**src/rtl/kws_inference_scheduler.sv**
```systemverilog
// Round-robin front end that shares one keyword-spotting inference core between NUM_REQ clients,
// with a watchdog that aborts and soft-resets a core that never reports valid.
module kws_inference_scheduler #(
  parameter int NUM_REQ   = 4,
  parameter int IDX_W     = 4,
  parameter int MAX_INDEX = 9,
  parameter int TO_W      = 20,
  parameter int TIMEOUT   = 500000
) (
  input  logic                     clk,
  input  logic                     rst_n,
  input  logic [NUM_REQ-1:0]       req_valid,
  input  logic [NUM_REQ*IDX_W-1:0] req_index,
  output logic [NUM_REQ-1:0]       req_ready,
  output logic [NUM_REQ-1:0]       rsp_valid,
  input  logic [NUM_REQ-1:0]       rsp_ready,
  output logic [3:0]               rsp_class,
  output logic [1:0]               rsp_err,
  output logic                     nn_start,
  output logic [IDX_W-1:0]         nn_sample_index,
  input  logic                     nn_valid,
  input  logic [3:0]               nn_class,
  output logic                     nn_srst_n,
  output logic                     busy,
  output logic [15:0]              done_cnt,
  output logic [7:0]               timeout_cnt
);

  localparam int PTR_W = (NUM_REQ > 1) ? $clog2(NUM_REQ) : 1;

  typedef enum logic [2:0] {IDLE, GRANT, RUN, DRAIN, RESP, ABORT} state_e;

  state_e             state_q;
  logic [PTR_W-1:0]   rr_q, gnt_q, pick;
  logic               hit;
  logic [IDX_W-1:0]   idx_q;
  logic [TO_W-1:0]    wd_q;
  logic [1:0]         ab_q;
  logic [NUM_REQ-1:0] req_ready_q, rsp_valid_q, gnt_oh;
  logic [3:0]         rsp_class_q;
  logic [1:0]         rsp_err_q;
  logic               nn_start_q, nn_srst_q;
  logic [15:0]        done_cnt_q;
  logic [7:0]         timeout_cnt_q;
  logic               wd_hit, idx_bad;
  int                 cand;

  // Scan from rr_q upward with wrap; iterating high-to-low lets the closest hit win.
  always_comb begin
    hit  = 1'b0;
    pick = '0;
    cand = 0;
    for (int i = NUM_REQ-1; i >= 0; i--) begin
      cand = int'(rr_q) + i;
      if (cand >= NUM_REQ) cand = cand - NUM_REQ;
      if (req_valid[cand]) begin
        hit  = 1'b1;
        pick = PTR_W'(cand);
      end
    end
  end

  assign gnt_oh  = NUM_REQ'(1) << gnt_q;
  assign wd_hit  = (wd_q >= TO_W'(TIMEOUT-1));
  assign idx_bad = (int'(idx_q) > MAX_INDEX);

  always_ff @(posedge clk or negedge rst_n) begin
    if (!rst_n) begin
      state_q       <= IDLE;
      rr_q          <= '0;
      gnt_q         <= '0;
      idx_q         <= '0;
      wd_q          <= '0;
      ab_q          <= '0;
      req_ready_q   <= '0;
      rsp_valid_q   <= '0;
      rsp_class_q   <= '0;
      rsp_err_q     <= '0;
      nn_start_q    <= 1'b0;
      nn_srst_q     <= 1'b1;
      done_cnt_q    <= '0;
      timeout_cnt_q <= '0;
    end else begin
      case (state_q)
        IDLE: begin
          if (hit) begin
            gnt_q       <= pick;
            idx_q       <= req_index[int'(pick)*IDX_W +: IDX_W];
            req_ready_q <= NUM_REQ'(1) << pick;
            state_q     <= GRANT;
          end
        end
        GRANT: begin
          req_ready_q <= '0;
          rr_q        <= (gnt_q == PTR_W'(NUM_REQ-1)) ? '0 : gnt_q + PTR_W'(1);
          if (idx_bad) begin
            rsp_err_q   <= 2'd2;
            rsp_class_q <= '0;
            rsp_valid_q <= gnt_oh;
            state_q     <= RESP;
          end else begin
            nn_start_q <= 1'b1;
            wd_q       <= '0;
            state_q    <= RUN;
          end
        end
        RUN: begin
          wd_q <= wd_q + TO_W'(1);
          if (nn_valid) begin
            rsp_class_q <= nn_class;
            nn_start_q  <= 1'b0;
            // Drain gets its own full watchdog budget, so a late-but-valid result is not aborted.
            wd_q        <= '0;
            state_q     <= DRAIN;
          end else if (wd_hit) begin
            nn_start_q <= 1'b0;
            nn_srst_q  <= 1'b0;
            ab_q       <= '0;
            state_q    <= ABORT;
          end
        end
        DRAIN: begin
          wd_q <= wd_q + TO_W'(1);
          if (!nn_valid) begin
            rsp_err_q   <= 2'd0;
            rsp_valid_q <= gnt_oh;
            state_q     <= RESP;
          end else if (wd_hit) begin
            nn_srst_q <= 1'b0;
            ab_q      <= '0;
            state_q   <= ABORT;
          end
        end
        ABORT: begin
          ab_q <= ab_q + 2'd1;
          if (ab_q == 2'd3) begin
            nn_srst_q   <= 1'b1;
            rsp_err_q   <= 2'd1;
            rsp_class_q <= '0;
            rsp_valid_q <= gnt_oh;
            if (timeout_cnt_q != 8'hFF) timeout_cnt_q <= timeout_cnt_q + 8'd1;
            state_q     <= RESP;
          end
        end
        RESP: begin
          if (|(rsp_ready & gnt_oh)) begin
            if (rsp_err_q == 2'd0) done_cnt_q <= done_cnt_q + 16'd1;
            rsp_valid_q <= '0;
            rsp_class_q <= '0;
            rsp_err_q   <= '0;
            state_q     <= IDLE;
          end
        end
        default: state_q <= IDLE;
      endcase
    end
  end

  assign req_ready       = req_ready_q;
  assign rsp_valid       = rsp_valid_q;
  assign rsp_class       = rsp_class_q;
  assign rsp_err         = rsp_err_q;
  assign nn_start        = nn_start_q;
  assign nn_sample_index = idx_q;
  assign nn_srst_n       = nn_srst_q;
  assign busy            = (state_q != IDLE);
  assign done_cnt        = done_cnt_q;
  assign timeout_cnt     = timeout_cnt_q;

endmodule

```
**config.mk**
```make
export PLATFORM = sky130hd
export DESIGN_NAME = kws_inference_scheduler
export DESIGN_NICKNAME = d
export VERILOG_FILES = /design/src/rtl/kws_inference_scheduler.sv
export SDC_FILE = /design/constraint.sdc
export NUM_CORES = 1
export LEC_CHECK = 0
export CORE_MARGIN = 2
export CORE_UTILIZATION = 35
export DETAILED_ROUTE_END_ITERATION = 7
export SYNTH_ARGS = -nofsm -noshare
export SYNTH_HDL_FRONTEND = slang
export SYNTH_SLANG_ARGS = --single-unit
```
**constraint.sdc**
```tcl
create_clock -name clk -period 3.1 [get_ports clk]
set_input_delay 0.62 -clock clk [delete_from_list [all_inputs] [get_ports clk]]
set_output_delay 0.62 -clock clk [all_outputs]
set_load 0.02 [all_outputs]
```
==> impl_metrics.py <==
metrics = {
    "floorplanning": {
        "die_area_um2": 11600,
        "die_h_um": 108,
        "die_w_um": 108,
        "start_util": 0.362,
        "rows": 37,
        "top_level_ports": 76,
        "design.core.area_um2": 10400,
    },
    "sta": {
        "fin_crit_sh": 0.813,
        "min_period_ps": 2520,
        "fmax_mhz": 397,
        "drv_slew": 0,
        "finalHoldViolCount": 0,
        "tightest_slew_ps": 727,
        "whs_ps": 292,
        "setup_viol": 0,
        "max_slew_margin": 0.512,
        "clock_skew_ps": 10.3,
        "rsz0062_at_grt": "no",
        "tns_ps": 0,
    },
    "clocking": {
        "post_cts_buffers": 0,
        "clk_latency_ps": 350,
        "numCtsBuffers": 9,
        "cts_resized": 0,
        "cts_tree": "done",
        "cts.htree.levels": 3,
        "cts.sinks": 73,
        "clk_pin_slew_worst_paths_ps": 90,
        "cts_root_buf": "clkbuf_8",
        "cts_max_path_buffers": 2,
        "hold_buffers": 0,
    },
    "synthesis": {
        "yosysWarningCount": 0,
        "synth-edff-count": 0,
        "synth_area_per_cell_um2": 9.97,
        "ys_seq_elements": 73,
        "synth_cell_types": 56,
        "mappedNetlistNets": 416,
        "synth_area_um2": 3760,
        "ys_seq_area_frac": 0.486,
        "synth_flop_cell": "dfrtp_1",
        "synthCells": 377,
        "synthArstFlopShare": 1.00,
    },
    "power_and_ir_drop": {
        "power_density_nw_per_um2": 728,
        "power.share.clock": 0.200,
        "power.switching_mw": 1.43,
        "p_leak_nw": 2.12,
        "seq_power_share": 0.383,
        "internal-power_mw": 2.12,
        "switching_share": 0.403,
        "fin_total_pwr_mw": 3.54,
        "irDropWorstVdd_mv": 0.360,
        "combPwrFrac": 0.417,
    },
    "critical_path": {
        "cp.buffers_inverters": 1,
        "crit_path_cell_trace": "or3_1 -> clkdlybuf4s50_1",
        "arrival_ps": 1900,
        "cp-end-kind": "output pin",
        "critPathMaxStageDelay_ps": 570,
        "reg2reg_from": "state_q[1]",
        "cp_max_fo": 17,
        "timing.rr.end": "done_cnt[7]",
        "critPathLaunchType": "register",
        "worst_ep_required_time_ps": 2480,
        "r2r_setup_slack_ps": 690,
        "worst-setup-path-type": "reg -> out",
        "cp_slowest_cell": "clkdlybuf4s50_1",
        "cpLargestDelayFamily": "buffers and inverters",
        "worstSetupStartpoint": "state_q[1]",
        "rr_worst_depth": 5,
    },
    "final_layout": {
        "n_antenna_cell": 0,
        "final_common_cell": "clkdlybuf4s50_1",
        "final_cell_mix": "clkdlybuf4s50_1, dfrtp_1, nand2_1, nor2_1, o21ai_0",
        "final_area_um2": 4860,
        "fin_nets": 495,
        "layout-drive-gt1-share": 0.0846,
        "stdcell_count": 597,
        "area_delta_synth_final_pct": 29.4,
    },
    "global_routing": {
        "grt_pass1_vias": 2995,
        "grt_first_pass_wirelength_um": 14600,
        "grt_max_degree": 74,
        "gr-usage-all-layers": 0.157,
        "grt.overflow.total": 0,
        "antenna_found_initial": 0,
    },
    "placement": {
        "port_buffers": 75,
        "gp_congestion": 0.794,
        "postPlaceCellArea_um2": 4680,
        "placed_cells": 581,
        "hpwl_um": 6160,
    },
    "detailed_routing": {
        "dr_total_vias": 3040,
        "via_per_inst": 5.09,
        "wirelength_um": 8620,
        "dr.pass1.iters": 4,
        "wl_per_cell_um": 14.4,
        "antenna_left": 0,
        "drc": 0,
        "drt-initial-drc-count": 187,
    },
    "run_status": {
        "status": "completed",
    },
    "run": {
        "cap_violations": 0,
    },
    "min_path": {
        "hold_class": "in -> async",
    },
}
==> routing by layer <==
layer,share of wire,GRT usage,wire length (um)
met5,0,0,0
met4,0.013,0.0403,116
met3,0.032,0.0400,274
met2,0.48,0.254,4110
met1,0.48,0.209,4120
==> power groups by stage <==
stage          Sequential (mW)  Combinational (mW)  Clock, mW
6_report                  1.36                1.48      0.707
5_1_grt                   1.40                1.65      0.767
4_1_cts                   1.36                1.49      0.728
3_5_place_dp              1.38                1.49          0
3_3_place_gp              1.37                1.47          0
2_1_floorplan             1.45               0.831          0
==> state kept, by name (all words and copies together) (netlist names), 3 cells and up <==
register / cells
done_cnt: 16
nn_sample_index: 4
rsp_class: 4
rsp_valid: 4
req_ready: 4
timeout_cnt: 8
wd_q: 20
state_q: 3
==> stage by stage <==
stage | util | setup slack (ps)
after global placement | 0.451 | 564
after CTS | 0.469 | 565
final | 0.469 | 580
after global routing | 0.469 | 498
after floorplan | - | 1010
after detailed placement | 0.451 | 541
==> cell type report <==
type | instances | area (um2)
Multi-Input combinational cell | 277 | 1830
Sequential cell | 73 | 1830
Inverter | 14 | 52.6
Tap cell | 136 | 170
Fill cell | 1017 | 5510
Clock buffer | 9 | 124
Timing Repair Buffer | 81 | 803
Clock inverter | 7 | 58.8
==> synth_stat cells (all sizes together), types with 5 or more instances <==
| cell | n | area (um2) |
|---|---|---|
| a21oi | 12 | 60.1 |
| dfrtp | 72 | 1800 |
| xor2 | 10 | 87.6 |
| and3 | 13 | 81.3 |
| nand2 | 41 | 154 |
| nand3 | 18 | 90.1 |
| nor3 | 8 | 45.0 |
| mux2 | 7 | 78.8 |
| xnor2 | 19 | 166 |
| nor4 | 6 | 37.5 |
| ha | 8 | 100 |
| or3 | 5 | 31.3 |
| inv | 14 | 52.6 |
| a21o | 5 | 37.5 |
| mux2i | 11 | 110 |
| o21ai | 25 | 125 |
| clkbuf | 10 | 37.5 |
| nor2 | 24 | 90.1 |
| nand4 | 11 | 83.8 |
==> how the worst max path moves through the flow <==
stage	end	slack, ps	cells past startpoint
2_1_floorplan	done_cnt[7]	1010	6
3_3_place_gp	done_cnt[7]	560	6
3_5_place_dp	done_cnt[7]	540	6
4_1_cts	busy	560	2
5_1_grt	busy	500	2
6_report	busy	580	2
==> cells by family after synthesis <==
logic type,after synthesis,synth area share
compound gates,75,0.137
xor+xnor,29,0.0676
fa+ha+maj,8,0.0266
buf+inv,27,0.0273
flops,73,0.486
mux,18,0.0503
simple gates,147,0.205
No activity file was read; power rests on OpenSTA's default activity.
